## config.mk

```make
export PLATFORM = sky130hd
export DESIGN_NAME = design_exerciser
export DESIGN_NICKNAME = d
export VERILOG_FILES = /design/src/rtl/exerciser_pkg.sv /design/src/rtl/design_golden_model.sv /design/src/rtl/design_exerciser.sv
export SDC_FILE = /design/constraint.sdc
export NUM_CORES = 1
export LEC_CHECK = 0
export ABC_CLOCK_PERIOD_IN_PS = 2400
export CAP_MARGIN = 10
export CORE_MARGIN = 2
export CORE_UTILIZATION = 44
export CTS_BUF_LIST = sky130_fd_sc_hd__clkbuf_8
export CTS_CLUSTER_SIZE = 24
export DETAILED_ROUTE_END_ITERATION = 8
export PLACE_DENSITY = 0.69
export SYNTH_ARGS = -nofsm -noshare
export SYNTH_HDL_FRONTEND = slang
export SYNTH_SLANG_ARGS = --single-unit
```

## constraint.sdc

```tcl
create_clock -name i_Clock -period 2.4 [get_ports i_Clock]
set_clock_uncertainty 0.2 [all_clocks]
set_input_delay 0.48 -clock i_Clock [delete_from_list [all_inputs] [get_ports i_Clock]]
set_output_delay 0.48 -clock i_Clock [all_outputs]
set_load 0.005 [all_outputs]
```

## src/rtl/exerciser_pkg.sv

```systemverilog
// Shared types and widths for the design exerciser and its golden model.
package exerciser_pkg;

   localparam int unsigned VECTOR_W = 4;
   localparam int unsigned ERR_W    = 8;
   localparam int unsigned ERR_MAX  = 255;

   typedef enum logic [1:0] {
      IDLE  = 2'd0,
      APPLY = 2'd1,
      HOLD  = 2'd2,
      DONE  = 2'd3
   } state_t;

   // Expected response of the 4-input test design for one stimulus vector
   typedef struct packed {
      logic [1:0] out;
      logic       const_val;
      logic       more_logic;
      logic       ff;
   } golden_t;

endpackage

```

## src/rtl/design_golden_model.sv

```systemverilog
// Combinational reference for the 4-input test design; ff is the value the
// DUT register holds one edge after the vector is applied.
module design_golden_model
   import exerciser_pkg::*;
(
   input  logic [VECTOR_W-1:0] vector,
   output golden_t             expected
);

   always_comb begin
      expected.out        = {vector[2] | vector[3], vector[0] & vector[1]};
      expected.const_val  = 1'b1;
      expected.more_logic = ~(vector[2] | vector[3]);
      expected.ff         = vector[0] | ~vector[1];
   end

endmodule

```

## src/rtl/design_exerciser.sv

```systemverilog
// Sweeps all 4-bit vectors through the on-fabric test design, checks each
// response against the golden model and reports pass/fail statistics.
module design_exerciser
   import exerciser_pkg::*;
#(
   parameter int unsigned NUM_PASSES    = 1,
   parameter int unsigned SETTLE_CYCLES = 0
) (
   input  logic                i_Clock,
   input  logic                i_Reset,
   input  logic                i_Start,
   output logic                o_Busy,
   output logic                o_Done,
   output logic                o_Pass,
   output logic [ERR_W-1:0]    o_ErrorCount,
   output logic                o_FirstFailValid,
   output logic [VECTOR_W-1:0] o_FirstFailVector,
   output logic [VECTOR_W-1:0] o_DutInput,
   input  logic [1:0]          i_DutOutput,
   input  logic                i_DutOutputFF,
   input  logic                i_DutConst,
   input  logic                i_DutWithMoreLogic
);

   localparam int unsigned CNT_W  = (SETTLE_CYCLES > 0) ? $clog2(SETTLE_CYCLES + 1) : 1;
   localparam int unsigned PASS_W = (NUM_PASSES > 1) ? $clog2(NUM_PASSES) : 1;

   state_t              state;
   state_t              next_state;
   logic [VECTOR_W-1:0] vec;
   logic [VECTOR_W-1:0] vec_next;
   logic [PASS_W-1:0]   pass_cnt;
   logic [CNT_W-1:0]    settle_cnt;
   logic                apply_miss;
   golden_t             expected;

   logic                settle_done;
   logic                last_vec;
   logic                last_pass;
   logic                comb_miss;
   logic                vec_fail;
   logic                in_run_next;
   logic [ERR_W-1:0]    err_next;

   design_golden_model u_golden (
      .vector   (vec),
      .expected (expected)
   );

   // State register
   always_ff @(posedge i_Clock) begin
      if (i_Reset) state <= IDLE;
      else         state <= next_state;
   end

   // Next state and next stimulus vector
   always_comb begin
      next_state = state;
      vec_next   = vec;
      case (state)
         IDLE: begin
            if (i_Start) begin
               next_state = APPLY;
               vec_next   = '0;
            end
         end
         APPLY: if (settle_done) next_state = HOLD;
         HOLD: begin
            vec_next   = vec + VECTOR_W'(1);
            next_state = (last_vec && last_pass) ? DONE : APPLY;
         end
         DONE:    next_state = IDLE;
         default: next_state = IDLE;
      endcase
   end

   // Compare decode and saturating error-count update
   always_comb begin
      settle_done = (settle_cnt == CNT_W'(SETTLE_CYCLES));
      last_vec    = (vec == {VECTOR_W{1'b1}});
      last_pass   = (pass_cnt == PASS_W'(NUM_PASSES - 1));
      comb_miss   = (i_DutOutput != expected.out) || (i_DutConst != expected.const_val) ||
                    (i_DutWithMoreLogic != expected.more_logic);
      vec_fail    = apply_miss || (i_DutOutputFF != expected.ff);
      in_run_next = (next_state == APPLY) || (next_state == HOLD);
      err_next    = o_ErrorCount;
      if (state == HOLD && vec_fail && o_ErrorCount != ERR_W'(ERR_MAX))
         err_next = o_ErrorCount + ERR_W'(1);
   end

   // Counters, stimulus and result registers
   always_ff @(posedge i_Clock) begin
      if (i_Reset) begin
         vec               <= '0;
         pass_cnt          <= '0;
         settle_cnt        <= '0;
         apply_miss        <= 1'b0;
         o_Busy            <= 1'b0;
         o_Done            <= 1'b0;
         o_Pass            <= 1'b0;
         o_ErrorCount      <= '0;
         o_FirstFailValid  <= 1'b0;
         o_FirstFailVector <= '0;
         o_DutInput        <= '0;
      end else begin
         vec        <= vec_next;
         o_Busy     <= in_run_next;
         o_Done     <= (next_state == DONE);
         o_DutInput <= in_run_next ? vec_next : '0;
         case (state)
            IDLE: begin
               if (i_Start) begin
                  pass_cnt          <= '0;
                  settle_cnt        <= '0;
                  o_Pass            <= 1'b0;
                  o_ErrorCount      <= '0;
                  o_FirstFailValid  <= 1'b0;
                  o_FirstFailVector <= '0;
               end
            end
            APPLY: begin
               if (settle_done) begin
                  apply_miss <= comb_miss;
                  settle_cnt <= '0;
               end else begin
                  settle_cnt <= settle_cnt + CNT_W'(1);
               end
            end
            HOLD: begin
               o_ErrorCount <= err_next;
               if (vec_fail && !o_FirstFailValid) begin
                  o_FirstFailValid  <= 1'b1;
                  o_FirstFailVector <= vec;
               end
               if (last_vec && !last_pass) pass_cnt <= pass_cnt + PASS_W'(1);
               if (next_state == DONE) o_Pass <= (err_next == '0);
            end
            default: ;
         endcase
      end
   end

endmodule

```

==> summary.md <==
| Metric | Value |
|---|---|
| Final non-filler cell total | `247` |
| Largest net degree at the start of global routing | `17` |
| Worst Hold Margin | `around 0.29 ns` |
| Fin crit period | `2.25 ns` |
| Post-Route WL | `between 3 and 4 mm` |
| Max Cap Viol | `0` |
| Critical Path RT | `roughly 2.4 ns` |
| Post-Syn Area | `1460 um2` |
| Root Driver | `clkbuf_8` |
| Initial antenna violation count | `0` |
| RSZ-0062 raised after global routing | `no` |
| Power density over the cells | `approximately 510 nW/um2` |
| Number of global-route vias before repair | `around 1300` |
| Post-synthesis sequential area ratio | `38.5%` |
| Top_reg_cell synth | `dfxtp_1` |
| Synth-to-Final Area Change | `31.0%` |
| Die span in x | `about 62 um` |
| Tcrit/Tclk final | `between 90% and 100%` |
| Drt drc | `0` |
| First-pass GRT wire length | `5.89 mm` |
| Peak Freq | `between 400 and 500 MHz` |
| Worst endpoint data arrival time | `roughly 2.2 ns` |
| IO Count | `28` |
| Die Y | `61.5 um` |
| CTS sink cnt | `28` |
| Layout cells sized above 1 | `~15%` |
| Hold path depth | `1` |
| DRT Pass-1 Iters | `6` |
| Critical-path cell list | `clkdlybuf4s50_1 -> nor2_1 -> or2_2 -> inv_1 -> ha_1 -> nor2b_1 -> o21ai_0 -> a21oi_1 -> o221ai_1 -> o31ai_1` |
| H-tree depth | `1` |
| Delay-heaviest family, CP | `compound AO/OA/AOI/OAI gates` |
| Effective utilization at floorplan | `between 40% and 50%` |
| Final Hold Vio Count | `0` |
| Post-layout nets | `between 200 and 250` |
| CP max-delay cell | `clkdlybuf4s50_1` |
| Syn_area_per_cell | `roughly 8.8 um2` |
| ANT cells | `0` |
| Max incr delay on CP | `roughly 0.47 ns` |
| Dpl cells | `~240` |
| R2R depth | `9` |
| Clk Latency, worst-skew pair | `0.27 ns` |
| All-Layer GR Usage | `between 20% and 30%` |
| Full die area | `between 3000 and 4000 um2` |
| Worst path buffer plus inverter count | `2` |
| CTS tree | `built` |
| Power Total | `slightly below 0.001 W` |
| Worst-path clk slew | `0.10 ns` |
| VDD IR-drop max | `0.000296 V` |
| Syn Inst Count | `around 170` |
| Post-route ant nets | `0` |
| Post-DP Area | `1830 um2` |
| Yosys reg bits | `28` |
| CP Depth | `10` |
| CP max FO | `2` |
| GP Congestion | `about 0.85` |
| Wire per inst | `approximately 15 um` |
| Total leakage power | `~0.7 nW` |
| Global route overflow | `0` |
| DR iter-0 viols | `about 130` |
| Final Max Slew Viols | `0` |
| Row Count | `20` |
| Final setup viols | `0` |
| Netlist cell types | `49` |
| Avg Vias per Cell | `5.62` |
| Final HPWL DP | `around 2.8 mm` |
| Synth Net Count | `between 150 and 200` |
| Worst setup EP type | `register` |
| Core area | `3100 um2` |
| Hold WC Path Type | `register to register` |
| Post-CTS Setup Bufs | `0` |
| Number of flops mapped to enable cells by yosys | `0` |
| Outcome | `finished, final reports clean` |
| Slew @ Worst Pin | `~0.47 ns` |
| Crit path kind | `input pin to register` |
| Number of port buffers | `27` |
| Synth warn | `0` |
| Post-synth ARST share | `0%` |
| CTS Buf Count | `3` |
| Finished Cell Area | `1910 um2` |
| Via Count | `1389` |
| Critical Path Start Type | `input pin` |
| Clock buffer depth | `2` |
| Max_slew headroom | `between 60 and 70%` |
## cells in the mapped netlist (3+ instances only)
cell | instances | area [um2]
ha_1 | 4 | 50.1
a211oi_1 | 5 | 37.5
a22oi_1 | 5 | 37.5
nand2_1 | 8 | 30.0
o21ai_0 | 8 | 40.0
mux2i_1 | 3 | 30.0
a21oi_1 | 13 | 65.1
nor2_1 | 18 | 67.6
nor2b_1 | 4 | 25.0
and2_1 | 6 | 37.5
dfxtp_1 | 28 | 561
buf_6 | 3 | 33.8
inv_1 | 5 | 18.8
nand2b_1 | 4 | 25.0
nand3_1 | 5 | 25.0
## cell usage in the layout, fill, tap and decap left out, types with 3 or more instances in the layout
cell type        instances
nand3_1                  5
nor2_1                  18
ha_1                     4
nand2b_1                 4
inv_1                    5
a21oi_1                 13
buf_4                   15
clkdlybuf4s50_1         27
and2_1                   6
a22oi_1                  5
mux2i_1                  3
clkbuf_8                 3
a211oi_1                 5
nand2_1                  8
nor2b_1                  4
o21ai_0                  7
dfxtp_1                 27
## flip-flops by register name (all words and copies together), names as in the netlist
signal and count:
o_ErrorCount 8, o_Busy 1, pass_cnt 1, o_DutInput 4
o_Done 1, o_FirstFailVector 4, state 2, o_Pass 1
o_FirstFailValid 1, vec 4, apply_miss 1
## final timing paths
path / slack, ns / start / endpoint
max: 0.15 / i_Start / o_Pass
min: 0.29 / pass_cnt / pass_cnt
max reg2reg: 0.20 / vec[1] / o_Pass
min reg2reg: 0.29 / pass_cnt / pass_cnt
## routing by layer
metal / wire [um] / vias to the layer above / share of wire [%] / GRT usage, %
li1: - / 680 / - / -
met1: 1620 / 637 / 43 / 26.4
met3: 246 / 12 / 6.5 / 3.99
met5: 0 / - / 0 / 0
met2: 1820 / 60 / 48 / 34.9
met4: 112 / 0 / 2.9 / 9.42
## report_power, final
group / total (W) / internal [W] / switching, W
clock: 0.000370 / 0.000223 / 0.000147
sequential: 0.000482 / 0.000474 / 0.00000826
combinational: 0.000111 / 0.0000545 / 0.0000567
total: 0.000963 / 0.000751 / 0.000212
## cell type report
cell class	instances	area, um2
fill	292	1200
multi-input combinational	124	817
sequential	28	562
timing repair buffer	42	383
tap	44	55.1
clock buffer	3	41.3
clock inverter	1	30.0
inverter	5	18.8
## cells by family after synthesis
kind of cell / Yosys count / synth area share (%)
compound gates: 47 / 21.8
mux: 4 / 2.84
buf+inv: 13 / 5.33
flops: 28 / 38.5
simple gates: 66 / 26.2
fa+ha+maj: 4 / 3.44
xor+xnor: 3 / 1.81
## per-stage QoR
stage	utilization (%)	TNS, ns	setup WS, ns
finish	61.5	0	0.153
floorplan	-	0	0.233
detailed placement	59.1	-0.232	-0.176
CTS	61.4	0	0.0992
global placement	59.1	-0.0802	-0.0771
global route	61.5	0	0.0135
## what timing repair did
| item | in CTS | in global routing |
|---|---|---|
| hold buffers | 0 | 0 |
| setup endpoints to repair | 0 | 1 |
| resized for setup | 0 | 2 |
(Power assumes the default switching activity.)
